## src/rtl/vga_pkg.sv

```systemverilog
// rtl/vga_pkg.sv - shared frame-buffer geometry and fill-engine state encoding
package vga_pkg;

  localparam int SCREEN_WIDTH  = 640;
  localparam int SCREEN_HEIGHT = 360;
  localparam int VRAM_DEPTH    = SCREEN_WIDTH * SCREEN_HEIGHT;
  localparam int VRAM_A_WIDTH  = 18;
  localparam int VRAM_D_WIDTH  = 6;

  typedef enum logic [1:0] {
    IDLE,
    CLIP,
    FILL,
    DONE
  } fill_state_e;

endpackage

```

## src/rtl/vram_rect_fill_clip.sv

```systemverilog
// rtl/vram_rect_fill_clip.sv - clips a rectangle to the screen, yielding exclusive end column/row
module vram_rect_fill_clip
  import vga_pkg::*;
#(
  parameter int SCREEN_WIDTH  = vga_pkg::SCREEN_WIDTH,
  parameter int SCREEN_HEIGHT = vga_pkg::SCREEN_HEIGHT
) (
  input  logic [9:0]  x0,
  input  logic [8:0]  y0,
  input  logic [9:0]  w,
  input  logic [8:0]  h,
  output logic [10:0] xe,
  output logic [9:0]  ye,
  output logic        empty
);

  localparam logic [10:0] SW = 11'(SCREEN_WIDTH);
  localparam logic [9:0]  SH = 10'(SCREEN_HEIGHT);

  logic [10:0] sum_x;
  logic [9:0]  sum_y;

  // One extra bit on each sum so an origin near the edge plus a large size cannot wrap
  assign sum_x = {1'b0, x0} + {1'b0, w};
  assign sum_y = {1'b0, y0} + {1'b0, h};
  assign xe    = (sum_x > SW) ? SW : sum_x;
  assign ye    = (sum_y > SH) ? SH : sum_y;
  assign empty = (w == 10'd0) || (h == 9'd0) || ({1'b0, x0} >= SW) || ({1'b0, y0} >= SH);

endmodule

```

## src/rtl/vram_rect_fill.sv

```systemverilog
// rtl/vram_rect_fill.sv - rectangle-fill write engine: clips a command and emits one VRAM write per pixel
module vram_rect_fill
  import vga_pkg::*;
#(
  parameter int SCREEN_WIDTH  = vga_pkg::SCREEN_WIDTH,
  parameter int SCREEN_HEIGHT = vga_pkg::SCREEN_HEIGHT,
  parameter int ADDR_WIDTH    = VRAM_A_WIDTH,
  parameter int DATA_WIDTH    = VRAM_D_WIDTH
) (
  input  logic                  i_clk,
  input  logic                  i_rst,
  input  logic                  i_cmd_valid,
  output logic                  o_cmd_ready,
  input  logic [9:0]            i_x0,
  input  logic [8:0]            i_y0,
  input  logic [9:0]            i_w,
  input  logic [8:0]            i_h,
  input  logic [DATA_WIDTH-1:0] i_colour,
  output logic [ADDR_WIDTH-1:0] o_addr,
  output logic [DATA_WIDTH-1:0] o_data,
  output logic                  o_write,
  input  logic                  i_wr_gnt,
  output logic                  o_busy,
  output logic                  o_done
);

  localparam logic [ADDR_WIDTH-1:0] ROW_STRIDE = ADDR_WIDTH'(SCREEN_WIDTH);

  fill_state_e state, state_next;

  logic [9:0]            x0_q;
  logic [8:0]            y0_q;
  logic [9:0]            w_q;
  logic [8:0]            h_q;
  logic [DATA_WIDTH-1:0] colour_q;
  logic [10:0]           xe_q;
  logic [9:0]            ye_q;
  logic [9:0]            cx;
  logic [8:0]            cy;
  logic [ADDR_WIDTH-1:0] row_base;

  logic [10:0] xe_c;
  logic [9:0]  ye_c;
  logic        empty_c;
  logic        accept;
  logic        row_end;
  logic        last_row;

  vram_rect_fill_clip #(
    .SCREEN_WIDTH (SCREEN_WIDTH),
    .SCREEN_HEIGHT(SCREEN_HEIGHT)
  ) u_clip (
    .x0   (x0_q),
    .y0   (y0_q),
    .w    (w_q),
    .h    (h_q),
    .xe   (xe_c),
    .ye   (ye_c),
    .empty(empty_c)
  );

  assign o_cmd_ready = (state == IDLE) && !i_rst;
  assign accept      = i_cmd_valid && o_cmd_ready;
  assign row_end     = ({1'b0, cx} + 11'd1) >= xe_q;
  assign last_row    = ({1'b0, cy} + 10'd1) == ye_q;

  assign o_write = (state == FILL);
  assign o_addr  = o_write ? (row_base + ADDR_WIDTH'(cx)) : '0;
  assign o_data  = o_write ? colour_q : '0;
  assign o_busy  = (state != IDLE);
  assign o_done  = (state == DONE);

  always_comb begin
    state_next = state;
    case (state)
      IDLE: if (accept) state_next = CLIP;
      CLIP: state_next = empty_c ? DONE : FILL;
      FILL: if (i_wr_gnt && row_end && last_row) state_next = DONE;
      DONE: state_next = IDLE;
      default: state_next = IDLE;
    endcase
  end

  always_ff @(posedge i_clk) begin
    if (i_rst) state <= IDLE;
    else       state <= state_next;
  end

  always_ff @(posedge i_clk) begin
    if (i_rst) begin
      x0_q     <= '0;
      y0_q     <= '0;
      w_q      <= '0;
      h_q      <= '0;
      colour_q <= '0;
      xe_q     <= '0;
      ye_q     <= '0;
      cx       <= '0;
      cy       <= '0;
      row_base <= '0;
    end else begin
      case (state)
        IDLE: if (accept) begin
          x0_q     <= i_x0;
          y0_q     <= i_y0;
          w_q      <= i_w;
          h_q      <= i_h;
          colour_q <= i_colour;
        end
        CLIP: begin
          xe_q     <= xe_c;
          ye_q     <= ye_c;
          row_base <= ADDR_WIDTH'(y0_q) * ROW_STRIDE;
          cx       <= x0_q;
          cy       <= y0_q;
        end
        // Row advance adds the stride so the pixel loop never needs a multiplier
        FILL: if (i_wr_gnt) begin
          if (!row_end) begin
            cx <= cx + 10'd1;
          end else begin
            cx       <= x0_q;
            cy       <= cy + 9'd1;
            row_base <= row_base + ROW_STRIDE;
          end
        end
        default: ;
      endcase
    end
  end

endmodule

```

## config.mk

```make
export PLATFORM = sky130hd
export DESIGN_NAME = vram_rect_fill
export DESIGN_NICKNAME = d
export VERILOG_FILES = /design/src/rtl/vga_pkg.sv /design/src/rtl/vram_rect_fill_clip.sv /design/src/rtl/vram_rect_fill.sv
export SDC_FILE = /design/constraint.sdc
export NUM_CORES = 1
export LEC_CHECK = 0
export CAP_MARGIN = 25
export CORE_UTILIZATION = 35
export CTS_CLUSTER_DIAMETER = 120
export DETAILED_ROUTE_END_ITERATION = 6
export PLACE_DENSITY = 0.6
export SYNTH_ARGS = -nofsm -noshare
export SYNTH_HDL_FRONTEND = slang
export SYNTH_HIERARCHICAL = 1
export SYNTH_SLANG_ARGS = --single-unit
```

## constraint.sdc

```tcl
create_clock -name i_clk -period 3.7 [get_ports i_clk]
set_input_delay 0.37 -clock i_clk [delete_from_list [all_inputs] [get_ports i_clk]]
set_output_delay 0.37 -clock i_clk [all_outputs]
set_load 0.02 [all_outputs]
```

==> impl_metrics.ini, run 1 <==
[status]
status = finished, final reports clean

[logic_synthesis]
synth_common_cells = nand2_1, dfxtp_1, o21ai_0
ys.flop_type = dfxtp_1
synth_top_area_share_pct = 27.65
synthesis.area_mm2 = 0.007023
synthArstFlopShare_pct = 0
syn_area_per_cell_um2 = 7.847
synth_edf_count = 0
synthCells = 895
ys_seq_area_share_pct = 27.65
synth-seq-cells = 97
yosys_warnings = 6
synth_top_area_cell = dfxtp_1
yosys-top-cells-area = dfxtp_1, ha_1, nand2_1, o21ai_0, mux2i_1
synth.most_common_cell = nand2_1
synth_cell_types = 81

[timing]
fin_ws_ps = 209.8
fin_hold_ws_ps = 452.5
rsz0062_at_grt = no
fmax_mhz = 286.5
fin_crit_ps = 3490
hold_viol_final = 0
tns_ps = 0
period_share_pct = 94.33
setup_viol_count_final = 0
worst_pin_slew_ps = 851.7
skew_ps = 10.90
slew_violations = 0
slew_headroom_pct = 43.22

[worst_setup_path]
worstPathMaxFanout = 13
critical_path_buf_inv_count = 0
worstSetupPathType = reg -> reg
start_kind = flop
crit_slowest_cell = a21o_1
path_cells = ha_1 -> and3_4 -> nand3_2 -> or3_4 -> xnor2_1 -> ha_1 -> a211oi_1 -> nor2_1 -> nor3_2 -> a21o_1 -> a21oi_1 -> a211o_1
arrival_ps = 3730
worst_path_dominant_cell_family = compound AO/OA/AOI/OAI gates
worstPathRequired_ps = 3940
critPathCaptureType = flop
crit_path_max_incr_delay_ps = 450
cp_common_cell = ha_1

[global_route]
grt_pass1_wl_mm = 29.75
grt_start_max_net_pins = 49
gr-total-overflow = 0
grt_usage_pct = 18.38
antenna_found_initial = 0
first_global_vias = 5873

[detailed_routing]
drtIter0Drc = 439
wl_per_cell_um = 14.98
final_antenna_net_count = 0
drt-total-wl_mm = 18.26
vias = 6322
avgViaCountPerCell = 5.186
drc = 0
dr.pass1.iters = 4

[floorplanning]
num_rows = 51
die_y_um = 143.7
die_w_um = 143.7
core_mm2 = 0.01959
start_util_pct = 35.85
ios = 76
die-area_mm2 = 0.02064

[hold_path]
hold_path.class = reg -> reg

[power]
powerDensity_mw_per_mm2 = 607.5
leakage_nw = 3.158
peakVddDrop_mv = 0.3134
power_mw = 5.057

[cts]
cts.sinks = 97
cts.path.max_buffers = 2
cts_hold_buf = 0
ctsResizeCount = 0
root_buffer = clkbuf_16
cts_buffers = 9
postCtsSetupBuffers = 0
cts_tree = built
cts_max_level = 3
clock_latency_ps = 350
cts.clk_slew.worst_paths_ps = 70

[placement]
place_hpwl_mm = 13.58
port_buffers = 75
gp_congestion = 0.8558
preCtsSetupSlack_ps = 248.0

[finish]
n_fill_cell = 2001
antennaDiodeCount = 0
drive_gt1_share_pct = 7.128
layout.area.seq_mm2 = 0.001942
multi_input_area_mm2 = 0.004741
syn2layout_area_growth_pct = 18.53
fin_nets = 1055

[job]
cap_violations = 0
## stage by stage
stage               utilization, %  cell area [um2]  instances
finish                       42.49             8324       1219
floorplan                        -             7027        896
CTS                          42.49             8324       1219
global placement             40.86             8004       1203
global route                 42.49             8324       1219
detailed placement           40.86             8004       1203
## cell usage in the layout (no fill, tap or decap), drive strengths merged, types with 3 or more instances in the layout
| cell | n |
|---|---|
| fa | 3 |
| and3 | 6 |
| o32ai | 6 |
| o21a | 5 |
| nand2 | 128 |
| clkbuf | 12 |
| mux2i | 41 |
| or2 | 8 |
| nor4 | 11 |
| or4 | 3 |
| a2111oi | 5 |
| nor4b | 3 |
| a31oi | 9 |
| nand2b | 6 |
| nand4 | 6 |
| nor2b | 11 |
| o211ai | 14 |
| xnor2 | 22 |
| nor2 | 65 |
| a21o | 6 |
| o21bai | 4 |
| or3 | 11 |
| nand3 | 30 |
| a21boi | 6 |
| ha | 55 |
| a21oi | 39 |
| buf | 16 |
| a211oi | 12 |
| xor2 | 13 |
| a211o | 4 |
| inv | 36 |
| mux2 | 3 |
| o21ai | 96 |
| nor3b | 5 |
| o22ai | 6 |
| clkdlybuf4s50 | 74 |
| and2 | 20 |
| nor3 | 20 |
| dfxtp | 97 |
| a41oi | 4 |
## power by group
| group | switching, mW | leakage (nW) | internal, mW |
|---|---|---|---|
| clock network | 0.426 | 0.157 | 0.614 |
| logic | 1.41 | 2.21 | 1.02 |
| registers | 0.302 | 0.793 | 1.28 |
## cells by family (layout without fill, tap and decap cells)
| logic type | count (synthesis) | after routing | synth area share [%] |
|---|---|---|---|
| xor+xnor | 35 | 35 | 4.365 |
| other cells | 1 | 2 | 0.05340 |
| fa+ha+maj | 58 | 58 | 10.65 |
| compound gates | 235 | 235 | 21.97 |
| flops | 97 | 97 | 27.65 |
| buf+inv | 83 | 141 | 4.953 |
| mux | 44 | 44 | 6.325 |
| simple gates | 342 | 342 | 24.03 |
## cell type report
| cell class | count | area share, % |
|---|---|---|
| clock inverters | 4 | 0.8868 |
| repair buffers | 90 | 10.31 |
| clock buffers | 12 | 2.961 |
| flip-flops and latches | 97 | 23.33 |
| well taps | 265 | 3.983 |
| multi-input cells | 716 | 56.95 |
| inverters | 35 | 1.578 |
## routing by layer
| layer | routed length [um] | track usage, % | vias to the layer above |
|---|---|---|---|
| met5 | 0 | 0 | - |
| met2 | 7830 | 28.41 | 151 |
| met3 | 822 | 2.799 | 16 |
| met4 | 267 | 6.215 | 0 |
| met1 | 9336 | 25.85 | 2840 |
| li1 | - | - | 3315 |
## worst reg2reg max path, delay by kind of cell, from the launching register on
| family | cells | cell delay [ps] |
|---|---|---|
| AOI/OAI and AO/OA | 4 | 1170 |
| adders and majority gates | 2 | 550 |
| DFF | 1 | 400 |
| xor gates and xnor gates | 1 | 140 |
| and+or+nand+nor | 5 | 1110 |
## state kept, by name, summed over array words and instances, names as in the netlist
signal	flops
y0_q	9
cx	10
row_base	11
cy	9
x0_q	10
xe_q	11
colour_q	6
w_q	10
state	2
h_q	9
ye_q	10
## worst paths after layout
path	start	cells past startpoint	slack, ps	endpoint
max	cx[0]	12	210	row_base[15]
max reg2reg	cx[0]	12	210	row_base[15]
min	colour_q[5]	2	450	colour_q[5]
min reg2reg	colour_q[5]	2	450	colour_q[5]
No activity file was read; power rests on OpenSTA's default activity.
==> run 2: changes to the inputs <==
- CAP_MARGIN: 25 -> 5
- CTS_BUF_LIST: unset -> sky130_fd_sc_hd__clkbuf_4
- TNS_END_PERCENT: unset -> 100
==> impl_metrics.ini, run 2 (synthesis gave the netlist of run 1 again) <==
[timing]
worst_pin_slew_ps = 858.3
period_share_pct = 92.64
rsz0062_at_grt = no
hold_viol_final = 0
fin_ws_ps = 272.3
fin_hold_ws_ps = 422.0
fmax_mhz = 291.7
skew_ps = 26.44
setup_viol_count_final = 0
tns_ps = 0
fin_crit_ps = 3428
slew_headroom_pct = 42.78
slew_violations = 0

[status]
status = finished, final reports clean

[global_route]
gr-total-overflow = 0
grt_usage_pct = 18.29
grt_start_max_net_pins = 49
antenna_found_initial = 1
grt_pass1_wl_mm = 29.64
first_global_vias = 5861

[cts]
cts_buffers = 9
cts.clk_slew.worst_paths_ps = 160
clock_latency_ps = 480
cts.sinks = 97
cts_max_level = 3
postCtsSetupBuffers = 0
cts_hold_buf = 0
root_buffer = clkbuf_4
ctsResizeCount = 0
cts.path.max_buffers = 2
cts_tree = built

[job]
cap_violations = 0

[worst_setup_path]
worstSetupPathType = reg -> out
critPathCaptureType = primary output
crit_slowest_cell = clkdlybuf4s50_1
path_cells = ha_1 -> a21o_1 -> a21oi_1 -> or2_2 -> or3_1 -> a21boi_0 -> clkdlybuf4s50_1
worstPathMaxFanout = 7
worst_path_dominant_cell_family = simple AND/OR/NAND/NOR gates
critical_path_buf_inv_count = 1
arrival_ps = 3060
crit_path_max_incr_delay_ps = 620
worstPathRequired_ps = 3330
start_kind = flop

[placement]
preCtsSetupSlack_ps = 248.0
port_buffers = 75
gp_congestion = 0.8558
placed_area_mm2 = 0.008004
place_hpwl_mm = 13.58
place_inst = 1203

[finish]
syn2layout_area_growth_pct = 16.30
top_regs = row_base: 11 flops, xe_q: 11 flops
layout.cells.non_filler = 1220
layout_commonest_cell = nand2_1
fin_nets = 1055
drive_gt1_share_pct = 7.338
mostFrequentLayoutCells = nand2_1, dfxtp_1, o21ai_0
fin_util_pct = 41.69
finalInstanceArea_mm2 = 0.008168
n_fill_cell = 2017

[power]
switchingPower_mw = 2.098
seq_power_share_pct = 33.6
powerDensity_mw_per_mm2 = 574.1
p_sw_share_pct = 44.74
p_int_mw = 2.591
p_comb_share_pct = 52.1
leakage_nw = 3.090
peakVddDrop_mv = 0.2737
clock_power_share_pct = 14.3
power_mw = 4.689

[detailed_routing]
drt-total-wl_mm = 18.20
dr.pass1.iters = 4
wl_per_cell_um = 14.92
final_antenna_net_count = 0
drc = 0
avgViaCountPerCell = 5.188
vias = 6329
drtIter0Drc = 472

[floorplanning]
start_util_pct = 35.85
die_y_um = 143.7
core_mm2 = 0.01959
die-area_mm2 = 0.02064
ios = 76
num_rows = 51
die_w_um = 143.7

[hold_path]
hold_path.class = in -> reg
run 2: routing by layer:
layer	vias up	routed length, um	global-route usage, %
li1	3317	-	-
met1	2841	9246	25.87
met2	152	7786	28.05
met3	19	889	2.799
met4	0	276	6.215
met5	-	0	0
run 2: power by group through the flow:
stage	clock (mW)	combinational [mW]	sequential, mW
CTS	0.692	2.44	1.58
finish	0.669	2.44	1.58
global placement	0	2.40	1.60
detailed placement	0	2.43	1.60
floorplan	0	1.88	1.46
global route	0.732	2.73	1.62
run 2: path summary, 6_finish.rpt:
kind	startpoint	to	cells past startpoint	slack, ps
min	i_y0[4]	y0_q[4]	3	420
max reg2reg	cx[0]	cx[3]	12	280
max	cx[8]	o_addr[17]	7	270
min reg2reg	colour_q[5]	colour_q[5]	2	460
run 2: worst min-delay path, stage by stage:
cell and delay [ps]:
clkdlybuf4s50_1 390, nand2_1 50, o21ai_0 60
run 2: cell type report:
class,instances,area (um2),area share [%]
clock buffer,11,82.58,1.011
antenna,1,2.502,0.03064
multi-input combinational,716,4742,58.06
clock inverter,5,77.57,0.9498
inverter,35,131.4,1.608
timing repair buffer,90,858.3,10.51
tap,265,331.6,4.059
sequential,97,1942,23.77
